[config.mk]
export PLATFORM = sky130hd
export DESIGN_NAME = sata_tx_framer_flat
export DESIGN_NICKNAME = d
export VERILOG_FILES = /design/src/rtl/sata_tx_framer_if.sv /design/src/rtl/sata_tx_framer.sv /design/src/flat_wrapper.sv
export SDC_FILE = /design/constraint.sdc
export NUM_CORES = 1
export LEC_CHECK = 0
export BUFFER_PORTS_ARGS = -buffer_cell sky130_fd_sc_hd__buf_2
export CAP_MARGIN = 40
export CORE_MARGIN = 3
export CORE_UTILIZATION = 61
export CTS_BUF_LIST = sky130_fd_sc_hd__clkbuf_2
export DETAILED_ROUTE_END_ITERATION = 12
export PLACE_DENSITY = 0.83
export RECOVER_POWER = 25
export SYNTH_ARGS = -nofsm -noshare
export SYNTH_HDL_FRONTEND = slang
export SYNTH_SLANG_ARGS = --single-unit
[constraint.sdc]
create_clock -name clk -period 5.2 [get_ports clk]
set_clock_uncertainty 0.05 [all_clocks]
set_input_delay 1.04 -clock clk [delete_from_list [all_inputs] [get_ports clk]]
set_output_delay 1.04 -clock clk [all_outputs]
set_load 0.005 [all_outputs]
[src/rtl/sata_tx_framer_if.sv]
// Transport-to-link handshake and link-to-scrambler bus for the SATA TX framer.
// s_data/s_valid/s_last/s_ready use valid/ready semantics: a dword transfers on a
// rising edge where s_valid && s_ready are both high. The source holds s_data and
// s_last while s_valid is high and s_ready is low.
interface sata_tx_framer_if;
  logic        phy_rdy;
  logic [31:0] s_data;
  logic        s_valid;
  logic        s_last;
  logic        s_ready;
  logic        tx_hold;
  logic [31:0] tx_data;
  logic        tx_is_prim;
  logic        scram_en;
  logic        scram_rst;
  logic        frame_done;
  logic        tx_abort;
  logic        len_err;

  // Framer side.
  modport master (
    input  phy_rdy, s_data, s_valid, s_last, tx_hold,
    output s_ready, tx_data, tx_is_prim, scram_en, scram_rst,
           frame_done, tx_abort, len_err
  );

  // Transport / PHY environment side.
  modport slave (
    output phy_rdy, s_data, s_valid, s_last, tx_hold,
    input  s_ready, tx_data, tx_is_prim, scram_en, scram_rst,
           frame_done, tx_abort, len_err
  );
endinterface

[src/rtl/sata_tx_framer.sv]
// SATA link-layer transmit framer: wraps payload dwords in SOF / CRC / EOF,
// inserts HOLD while the source stalls or the remote requests HOLD, and idles
// with SYNC. Every output except s_ready is registered, so each dword appears
// on tx_data one cycle after the state that produced it.
module sata_tx_framer #(
  parameter int MAX_DWORDS = 2048
) (
  input  logic                    clk,
  input  logic                    rst,
  sata_tx_framer_if.master        bus,
  output logic [2:0]              state_dbg
);

  localparam logic [31:0] PRIM_SYNC = 32'hB5B5957C;
  localparam logic [31:0] PRIM_SOF  = 32'h3737B57C;
  localparam logic [31:0] PRIM_EOF  = 32'hD5D5B57C;
  localparam logic [31:0] PRIM_HOLD = 32'hD5D5AA7C;
  localparam logic [31:0] CRC_POLY  = 32'h04C11DB7;
  localparam logic [31:0] CRC_INIT  = 32'h52325032;
  localparam int          CNT_W     = $clog2(MAX_DWORDS + 1);

  typedef enum logic [2:0] {
    ST_IDLE = 3'd0,
    ST_SOF  = 3'd1,
    ST_DATA = 3'd2,
    ST_CRC  = 3'd3,
    ST_EOF  = 3'd4
  } state_t;

  state_t             state_q, state_d;
  logic [31:0]        crc_q, crc_d;
  logic [CNT_W-1:0]   cnt_q, cnt_d;
  logic [31:0]        tx_data_q, tx_data_d;
  logic               tx_is_prim_q, tx_is_prim_d;
  logic               scram_en_q, scram_en_d;
  logic               scram_rst_q, scram_rst_d;
  logic               frame_done_q, frame_done_d;
  logic               tx_abort_q, tx_abort_d;
  logic               len_err_q, len_err_d;
  logic               accept;
  logic               at_limit;

  // 32 bits of CRC-32 per dword, MSB first, no reflection.
  function automatic logic [31:0] crc32_step(input logic [31:0] c, input logic [31:0] d);
    logic [31:0] r;
    r = c;
    for (int i = 31; i >= 0; i--) begin
      if (r[31] ^ d[i]) r = {r[30:0], 1'b0} ^ CRC_POLY;
      else              r = {r[30:0], 1'b0};
    end
    return r;
  endfunction

  assign bus.s_ready    = (state_q == ST_DATA) && !bus.tx_hold && bus.phy_rdy;
  assign accept         = bus.s_valid && bus.s_ready;
  // The dword being accepted now is number MAX_DWORDS of the frame.
  assign at_limit       = (cnt_q == CNT_W'(MAX_DWORDS - 1));

  assign bus.tx_data    = tx_data_q;
  assign bus.tx_is_prim = tx_is_prim_q;
  assign bus.scram_en   = scram_en_q;
  assign bus.scram_rst  = scram_rst_q;
  assign bus.frame_done = frame_done_q;
  assign bus.tx_abort   = tx_abort_q;
  assign bus.len_err    = len_err_q;
  assign state_dbg      = state_q;

  // Next state, CRC/counter update and the dword to emit next cycle.
  always_comb begin
    state_d      = state_q;
    crc_d        = crc_q;
    cnt_d        = cnt_q;
    tx_data_d    = PRIM_SYNC;
    tx_is_prim_d = 1'b1;
    scram_en_d   = 1'b0;
    scram_rst_d  = 1'b0;
    frame_done_d = 1'b0;
    tx_abort_d   = 1'b0;
    len_err_d    = 1'b0;

    if (state_q != ST_IDLE && !bus.phy_rdy) begin
      // Link lost mid-frame: drop it and go back to SYNC.
      state_d    = ST_IDLE;
      tx_abort_d = 1'b1;
    end else begin
      case (state_q)
        ST_IDLE: begin
          if (bus.s_valid && bus.phy_rdy) state_d = ST_SOF;
        end
        ST_SOF: begin
          tx_data_d   = PRIM_SOF;
          scram_rst_d = 1'b1;
          crc_d       = CRC_INIT;
          cnt_d       = '0;
          state_d     = ST_DATA;
        end
        ST_DATA: begin
          if (accept) begin
            tx_data_d    = bus.s_data;
            tx_is_prim_d = 1'b0;
            scram_en_d   = 1'b1;
            crc_d        = crc32_step(crc_q, bus.s_data);
            cnt_d        = cnt_q + CNT_W'(1);
            if (bus.s_last) begin
              state_d = ST_CRC;
            end else if (at_limit) begin
              state_d   = ST_CRC;
              len_err_d = 1'b1;
            end
          end else begin
            tx_data_d = PRIM_HOLD;
          end
        end
        ST_CRC: begin
          if (bus.tx_hold) begin
            tx_data_d = PRIM_HOLD;
          end else begin
            tx_data_d    = crc_q;
            tx_is_prim_d = 1'b0;
            scram_en_d   = 1'b1;
            state_d      = ST_EOF;
          end
        end
        ST_EOF: begin
          tx_data_d    = PRIM_EOF;
          frame_done_d = 1'b1;
          state_d      = ST_IDLE;
        end
        default: state_d = ST_IDLE;
      endcase
    end
  end

  // State, CRC, counter and output registers.
  always_ff @(posedge clk) begin
    if (rst) begin
      state_q      <= ST_IDLE;
      crc_q        <= CRC_INIT;
      cnt_q        <= '0;
      tx_data_q    <= PRIM_SYNC;
      tx_is_prim_q <= 1'b1;
      scram_en_q   <= 1'b0;
      scram_rst_q  <= 1'b0;
      frame_done_q <= 1'b0;
      tx_abort_q   <= 1'b0;
      len_err_q    <= 1'b0;
    end else begin
      state_q      <= state_d;
      crc_q        <= crc_d;
      cnt_q        <= cnt_d;
      tx_data_q    <= tx_data_d;
      tx_is_prim_q <= tx_is_prim_d;
      scram_en_q   <= scram_en_d;
      scram_rst_q  <= scram_rst_d;
      frame_done_q <= frame_done_d;
      tx_abort_q   <= tx_abort_d;
      len_err_q    <= len_err_d;
    end
  end

endmodule

[src/flat_wrapper.sv]
// flat-port wrapper written by rule: the top's interface ports become plain ports
module sata_tx_framer_flat 
#(
  parameter int MAX_DWORDS = 2048
)
  (clk, rst, state_dbg, bus_phy_rdy, bus_s_data, bus_s_valid, bus_s_last, bus_tx_hold, bus_s_ready, bus_tx_data, bus_tx_is_prim, bus_scram_en, bus_scram_rst, bus_frame_done, bus_tx_abort, bus_len_err);
  sata_tx_framer_if bus_i ();
  input  logic clk;
  input  logic rst;
  output logic [2:0] state_dbg;
  input wire logic [$bits(bus_i.phy_rdy)-1:0] bus_phy_rdy;
  input wire logic [$bits(bus_i.s_data)-1:0] bus_s_data;
  input wire logic [$bits(bus_i.s_valid)-1:0] bus_s_valid;
  input wire logic [$bits(bus_i.s_last)-1:0] bus_s_last;
  input wire logic [$bits(bus_i.tx_hold)-1:0] bus_tx_hold;
  output wire logic [$bits(bus_i.s_ready)-1:0] bus_s_ready;
  output wire logic [$bits(bus_i.tx_data)-1:0] bus_tx_data;
  output wire logic [$bits(bus_i.tx_is_prim)-1:0] bus_tx_is_prim;
  output wire logic [$bits(bus_i.scram_en)-1:0] bus_scram_en;
  output wire logic [$bits(bus_i.scram_rst)-1:0] bus_scram_rst;
  output wire logic [$bits(bus_i.frame_done)-1:0] bus_frame_done;
  output wire logic [$bits(bus_i.tx_abort)-1:0] bus_tx_abort;
  output wire logic [$bits(bus_i.len_err)-1:0] bus_len_err;
  assign bus_i.phy_rdy = bus_phy_rdy;
  assign bus_i.s_data = bus_s_data;
  assign bus_i.s_valid = bus_s_valid;
  assign bus_i.s_last = bus_s_last;
  assign bus_i.tx_hold = bus_tx_hold;
  assign bus_s_ready = bus_i.s_ready;
  assign bus_tx_data = bus_i.tx_data;
  assign bus_tx_is_prim = bus_i.tx_is_prim;
  assign bus_scram_en = bus_i.scram_en;
  assign bus_scram_rst = bus_i.scram_rst;
  assign bus_frame_done = bus_i.frame_done;
  assign bus_tx_abort = bus_i.tx_abort;
  assign bus_len_err = bus_i.len_err;
  sata_tx_framer #(.MAX_DWORDS(MAX_DWORDS)) u_core (.clk(clk), .rst(rst), .bus(bus_i), .state_dbg(state_dbg));
endmodule
# Yosys cells after proc, flatten, opt, wreduce, memory -nomap -nowiden
# Index checks and enable logic that the tools add are counted.
# word_totals
reg_bits,85
latch_bits,0
ramBits,0
mem_bits_ro,0
word_cells,249
n_memories,0
# classes
addsub,1
n_mul,0
div,0
magnitude_cmp,0
n_eq_ne,9
n_shift,0
n_mux,148
bitwise,67
reduce_logical,14
# op_table
cell,n
32-bit 2-to-1 mux,96
27-bit 2-to-1 mux,32
14-bit inverter,32
32-bit case mux with 4 select lines,1
32-bit case mux with 2 select lines,1
1-bit XOR,32
12-bit case mux with 2 select lines,1
3-bit 2-to-1 mux,5
12-bit by 1-bit adder with 12-bit output (second input constant),1
12-bit by 11-bit == test with 1-bit output (second input constant),1
12-bit 2-to-1 mux,1
3-bit case mux with 4 select lines,1
1-bit 2-to-1 mux,8
3-bit by 2-bit == test with 1-bit output (second input constant),2
1-bit logical AND,5
5-bit OR reduction,1
2-bit by 1-bit inequality test with 1-bit output (second input constant),2
1-bit case mux with 2 select lines,2
4-bit AND reduction,1
3-bit by 1-bit == test with 1-bit output (second input constant),1
3-bit == test (second input constant),1
3-bit zero test,1
3-bit by 2-bit inequality test with 1-bit output (second input constant),1
1-bit inverter,3
other kinds (6),7

# Logic depth before layout (Yosys ltp)
# depth
ltp_word,161
depth_mapped,10

# Least setup slack after synthesis
# Ideal clock, no wire load.
# synth_timing
kind,input -> register
start,input bus_s_data[28]
end,register u_core.crc_q[11]
setup_time_ns,0.117
t_arrival_ns,4.332
path_slack_ns,0.701
stages,9
n_path_buf,0
path_cell_list,xnor2_4 -> xnor3_2 -> xor3_1 -> xnor3_2 -> xnor3_2 -> xnor3_4 -> xor2_4 -> xnor3_1 -> a22o_1
# synth_via
elab_chain_cells,122
# synth_lines
item,line,text
from (decl),flat_wrapper.sv:12,input wire logic [$bits(bus_i.s_data)-1:0] bus_s_data;
1-bit XOR (*),sata_tx_framer.sv:48,"if (r[31] ^ d[i]) r = {r[30:0], 1'b0} ^ CRC_POLY;"
27-bit 2-to-1 mux (*),sata_tx_framer.sv:48,
32-bit 2-to-1 mux (*),sata_tx_framer.sv:98,if (accept) begin
32-bit 2-to-1 mux (*),sata_tx_framer.sv:86,case (state_q)
32-bit 2-to-1 mux (*),sata_tx_framer.sv:81,if (state_q != ST_IDLE && !bus.phy_rdy) begin
14-bit inverter (no source line) or 27-bit 2-to-1 mux (tied branches),n/a,
27-bit 2-to-1 mux or 32-bit 2-to-1 mux (tied branches),"sata_tx_framer.sv:48, sata_tx_framer.sv:98",
32-bit 2-to-1 mux (*),sata_tx_framer.sv:98,
[... 106 more ...],n/a,
27-bit 2-to-1 mux or 32-bit 2-to-1 mux (tied branches),"sata_tx_framer.sv:48, sata_tx_framer.sv:81",
32-bit 2-to-1 mux (*),sata_tx_framer.sv:98,
32-bit 2-to-1 mux (*),sata_tx_framer.sv:86,
32-bit 2-to-1 mux (*),sata_tx_framer.sv:81,
14-bit inverter (no source line) or 1-bit XOR (tied branches),n/a,
27-bit 2-to-1 mux (*),sata_tx_framer.sv:48,
32-bit 2-to-1 mux (*),sata_tx_framer.sv:98,
32-bit case mux with 2 select lines (*),sata_tx_framer.sv:86,
to (signal assigned),sata_tx_framer.sv:149,crc_q <= crc_d;
to (decl),sata_tx_framer.sv:31,"logic [31:0] crc_q, crc_d;"
# Every way passes the cells marked *; elsewhere a longest branch is shown, timed or not. The select of a mux whose other input is x is not followed.
# A chain may end at the register's enable or synchronous reset.

# Worst setup path after layout
# layout_timing
start,input bus_s_data[29]
end,register u_core.crc_q[11]
# layout_via
elab_chain_cells,127
# layout_lines
item,line
1-bit XOR (*),sata_tx_framer.sv:48
27-bit 2-to-1 mux (*),sata_tx_framer.sv:48
32-bit 2-to-1 mux (*),sata_tx_framer.sv:98
32-bit 2-to-1 mux (*),sata_tx_framer.sv:86
32-bit 2-to-1 mux (*),sata_tx_framer.sv:81
14-bit inverter (no source line),n/a
27-bit 2-to-1 mux,sata_tx_framer.sv:48
32-bit 2-to-1 mux (*),sata_tx_framer.sv:98
[... 111 more ...],n/a
27-bit 2-to-1 mux,sata_tx_framer.sv:48
32-bit 2-to-1 mux (*),sata_tx_framer.sv:98
32-bit 2-to-1 mux (*),sata_tx_framer.sv:86
32-bit 2-to-1 mux (*),sata_tx_framer.sv:81
14-bit inverter (no source line),n/a
27-bit 2-to-1 mux (*),sata_tx_framer.sv:48
32-bit 2-to-1 mux (*),sata_tx_framer.sv:98
32-bit case mux with 2 select lines (*),sata_tx_framer.sv:86
# Marks and branches as above.

==> out/qor.txt <==
==================================================================================================
Post-synth top area cell                                                              sky130_fd_sc_hd__dfxtp_1
Count of yosys warnings during synthesis                                                         0
Library cell with the highest instance count after synthesis                          sky130_fd_sc_hd__xnor2_1
CTS tree                                                                                      done
Pin slew with the least headroom to its limit                                             0.710 ns
Post-Route WL                                                                              17.1 mm
RD Place Congestion                                                                           1.00
Worst setup margin                                                                        0.846 ns
Detailed router's first-iteration violation count                                              433
Worst path buffer plus inverter count                                                            1
Clock transition time at the flip-flop clock pins of the worst setup and hold paths        0.23 ns
Antenna fix cells                                                                                0
Met2 usage                                                                                   48.6%
Syn-to-layout area delta                                                                     11.8%
Unrepaired setup endpoints after global routing                                              false
Global Route met1 Usage                                                                      40.7%
Via count of the first global-routing pass                                                    4545
Global-route congestion overflow total                                                           0
Syn_nets                                                                                       630
Wire length of the first global-routing pass                                               25.6 mm
Critical Path Sink Type                                                                       flop
Vias per cell                                                                                 5.81
Type of origin of the critical path                                                     input port
Crit path required time                                                                    5.60 ns
DRC violation count after routing                                                                0
Status                                                                                complete, no violations
Placed Cells                                                                                   805
Resized cells post-CTS                                                                           0
Achievable Freq                                                                            230 MHz
Die H                                                                                       108 um
Worst hold-check path type                                                                 reg2reg
Basic-gate share of the synthesized area counting and, or, nand and nor cells                9.51%
Net total in the final layout                                                                  722
Family with the most delay on the worst path                                          XOR/XNOR gates
Count of antenna-violating nets left after detailed routing                                      0
Core outline area                                                                         9910 um2
Die extent in x                                                                             108 um
Router iterations before antenna repair                                                          5
Mux share of post-synthesis cell area                                                           0%
Dominant synthesized flop cell                                                        sky130_fd_sc_hd__dfxtp_1
Count of mapped cells out of synthesis                                                         591
Minimum period implied by the final worst setup slack                                      4.35 ns
Number of fill cells in the layout                                                             739
Count of H-tree levels built during CTS                                                          3
Num CTS Buffers                                                                                  9
Placement Setup Slack                                                                     0.304 ns
Post-layout instance count excluding filler cells                                              821
Cell with the largest stage delay on the worst path                                   sky130_fd_sc_hd__xor3_2
Portion of synthesized cell area occupied by the leading cell type                           26.9%
Number of different library cells in the post-synthesis netlist                                 41
Count of standard-cell rows                                                                     36
Number of max-capacitance violations reported                                                    0
Maximum net fanout on the critical path                                                          7
Slowest cell delay on critical path                                                        0.62 ns
Global routing usage on met3                                                                 5.10%
Main area contributors after synthesis                                                sky130_fd_sc_hd__dfxtp_1 27%, sky130_fd_sc_hd__xnor2_1 21%, sky130_fd_sc_hd__xnor3_1 13%
Relative slew slack                                                                          52.5%
Total number of vias                                                                          4772
Hold-fix buffer count after cts                                                                  0
Most Frequent Cell on Critical Path                                                   sky130_fd_sc_hd__xnor3_1
Adder-cell share of the synthesized area                                                    0.198%
Synth Area per Inst                                                                       10.7 um2
Total Neg Setup Slack                                                                         0 ns
Fraction of synthesized cell area in xor and xnor cells                                      53.3%
Total number of clock tree sinks                                                                85
Starting density of the core                                                                 63.9%
Number of synthesized register bits                                                             85
Global-route layer with the greatest usage                                                    met2
Number of top-level pins                                                                        80
Pins Over Slew Limit                                                                             0
Crit Path Category                                                                          in2reg
Clock root buffer master                                                              sky130_fd_sc_hd__clkbuf_2
Share of layout cells above drive strength 1                                                 20.6%
Portion of the clock cycle consumed by the worst path in the final layout                    83.7%
Largest family of logic cells by synthesized area                                     XOR/XNOR gates
Detail Placement HPWL                                                                      13.7 mm
Die Area                                                                                 11600 um2
Antenna violations before repair                                                                 0
Number of enable flip-flop cells after synthesis                                                 0
Sequential cell area fraction in the yosys report                                            26.9%
Endpoints failing hold                                                                           0
Compound-cell area share of the yosys netlist                                                8.77%
Share of synthesized registers carrying an async set or reset                                   0%
Largest buffer count on any clock path                                                           2
Number of buffers inserted by post-CTS setup repair                                              0
Cell-by-cell listing of the critical path                                             buf_2 -> xnor2_2 -> xnor3_1 -> xnor3_1 -> xor3_1 -> xnor2_1 -> xor3_2 -> xnor3_1 -> xnor3_1 -> a22o_1
Routed length per placed instance                                                          20.8 um
Critical path data arrival time                                                            4.76 ns
Pin count of the biggest net entering global routing                                            23
Global-route total usage across every layer                                                  29.7%
Summed instance area of the synthesized netlist                                           6330 um2
Clk_lat worst skew                                                                         0.53 ns
Number of port buffers                                                                          79
List of most frequent post-synthesis cells                                            153 x sky130_fd_sc_hd__xnor2_1, 85 x sky130_fd_sc_hd__dfxtp_1, 53 x sky130_fd_sc_hd__nor2_1, 48 x sky130_fd_sc_hd__xor2_1, 36 x sky130_fd_sc_hd__xnor3_1
Setup Viol. Count Final                                                                          0
==================================================================================================
## worst paths after layout
check	from	endpoint	slack, ns	depth (start not counted)
hold reg to reg	u_core.cnt_q[10]$_SDFFE_PP0P_	u_core.cnt_q[10]$_SDFFE_PP0P_	0.46	2
setup reg to reg	u_core.crc_q[28]$_SDFFE_PP1P_	u_core.crc_q[11]$_SDFFE_PP0P_	0.96	9
setup / recovery	bus_s_data[29]	u_core.crc_q[11]$_SDFFE_PP0P_	0.85	10
hold / removal	u_core.cnt_q[10]$_SDFFE_PP0P_	u_core.cnt_q[10]$_SDFFE_PP0P_	0.46	2
## state kept, by name, summed over array words and instances (netlist names)
register               count
u_core.bus.len_err         1
u_core.bus.scram_en        1
u_core.bus.tx_abort        1
u_core.bus.tx_is_prim      1
u_core.bus.scram_rst       1
u_core.bus.frame_done      1
u_core.bus.tx_data        32
u_core.state_dbg           3
u_core.crc_q              32
u_core.cnt_q              12
## worst register-to-register path, delay by kind of cell, from the launching register on
family	cells	cell delay (ns)
xor+xnor	8	3.31
flops	1	0.62
compound gates	1	0.20
## cell usage in the layout (no fill, tap or decap), drive strengths merged
| cell type | instances |
|---|---|
| xnor2 | 169 |
| nor4bb | 1 |
| a221o | 8 |
| clkinv | 4 |
| nor4 | 3 |
| nand2 | 25 |
| xor2 | 52 |
| a221oi | 2 |
| and3 | 1 |
| inv | 4 |
| nand2b | 10 |
| nand4 | 3 |
| nor3b | 2 |
| nand3 | 13 |
| ha | 1 |
| nor2b | 2 |
| dfxtp | 85 |
| o311ai | 1 |
| xnor3 | 43 |
| a22o | 15 |
| clkinvlp | 1 |
| nor3 | 7 |
| or2 | 4 |
| xor3 | 9 |
| and3b | 1 |
| a31oi | 1 |
| a22oi | 16 |
| o22ai | 5 |
| a211oi | 2 |
| or3 | 3 |
| nor2 | 53 |
| and2 | 2 |
| buf | 94 |
| clkbuf | 17 |
| o21ai | 14 |
| a21oi | 15 |
## final cells by class
type                    count  area (um2)  share of cell area [%]
well taps                 133         166                    2.35
clock inverters             7        47.5                   0.672
flip-flops and latches     85        1700                    24.0
clock buffers               9        45.0                   0.637
multi-input cells         483        4550                    64.3
inverters                   2        7.51                   0.106
repair buffers            102         561                    7.92
## routing by layer
| metal | vias up | routed length [um] | share of wire, % |
|---|---|---|---|
| li1 | 2197 | - | - |
| met1 | 2280 | 7290 | 43 |
| met2 | 261 | 7930 | 46 |
| met3 | 34 | 1420 | 8.3 |
| met4 | 0 | 427 | 2.5 |
| met5 | - | 0 | 0 |
## kinds of logic (layout without fill, tap and decap cells)
| logic type | count (synthesis) | count (layout) |
|---|---|---|
| simple gates | 130 | 130 |
| flops | 85 | 85 |
| xor+xnor | 273 | 273 |
| buf+inv | 23 | 120 |
| compound gates | 79 | 79 |
| fa+ha+maj | 1 | 1 |
## stage by stage
| stage | area (um2) | hold slack (ns) | utilization (%) |
|---|---|---|---|
| 4_1_cts | 7090 | 0.461 | 71.5 |
| 6_report | 7080 | 0.461 | 71.4 |
| 2_1_floorplan | 6330 | 0.408 | - |
| 3_3_place_gp | 6980 | 0.420 | 70.4 |
| 5_1_grt | 7080 | 0.510 | 71.4 |
| 3_5_place_dp | 6990 | 0.435 | 70.6 |
Power is left out: the tool's default activity adds up to more than one toggle a clock period on the data nets, which glitch-free logic cannot reach.
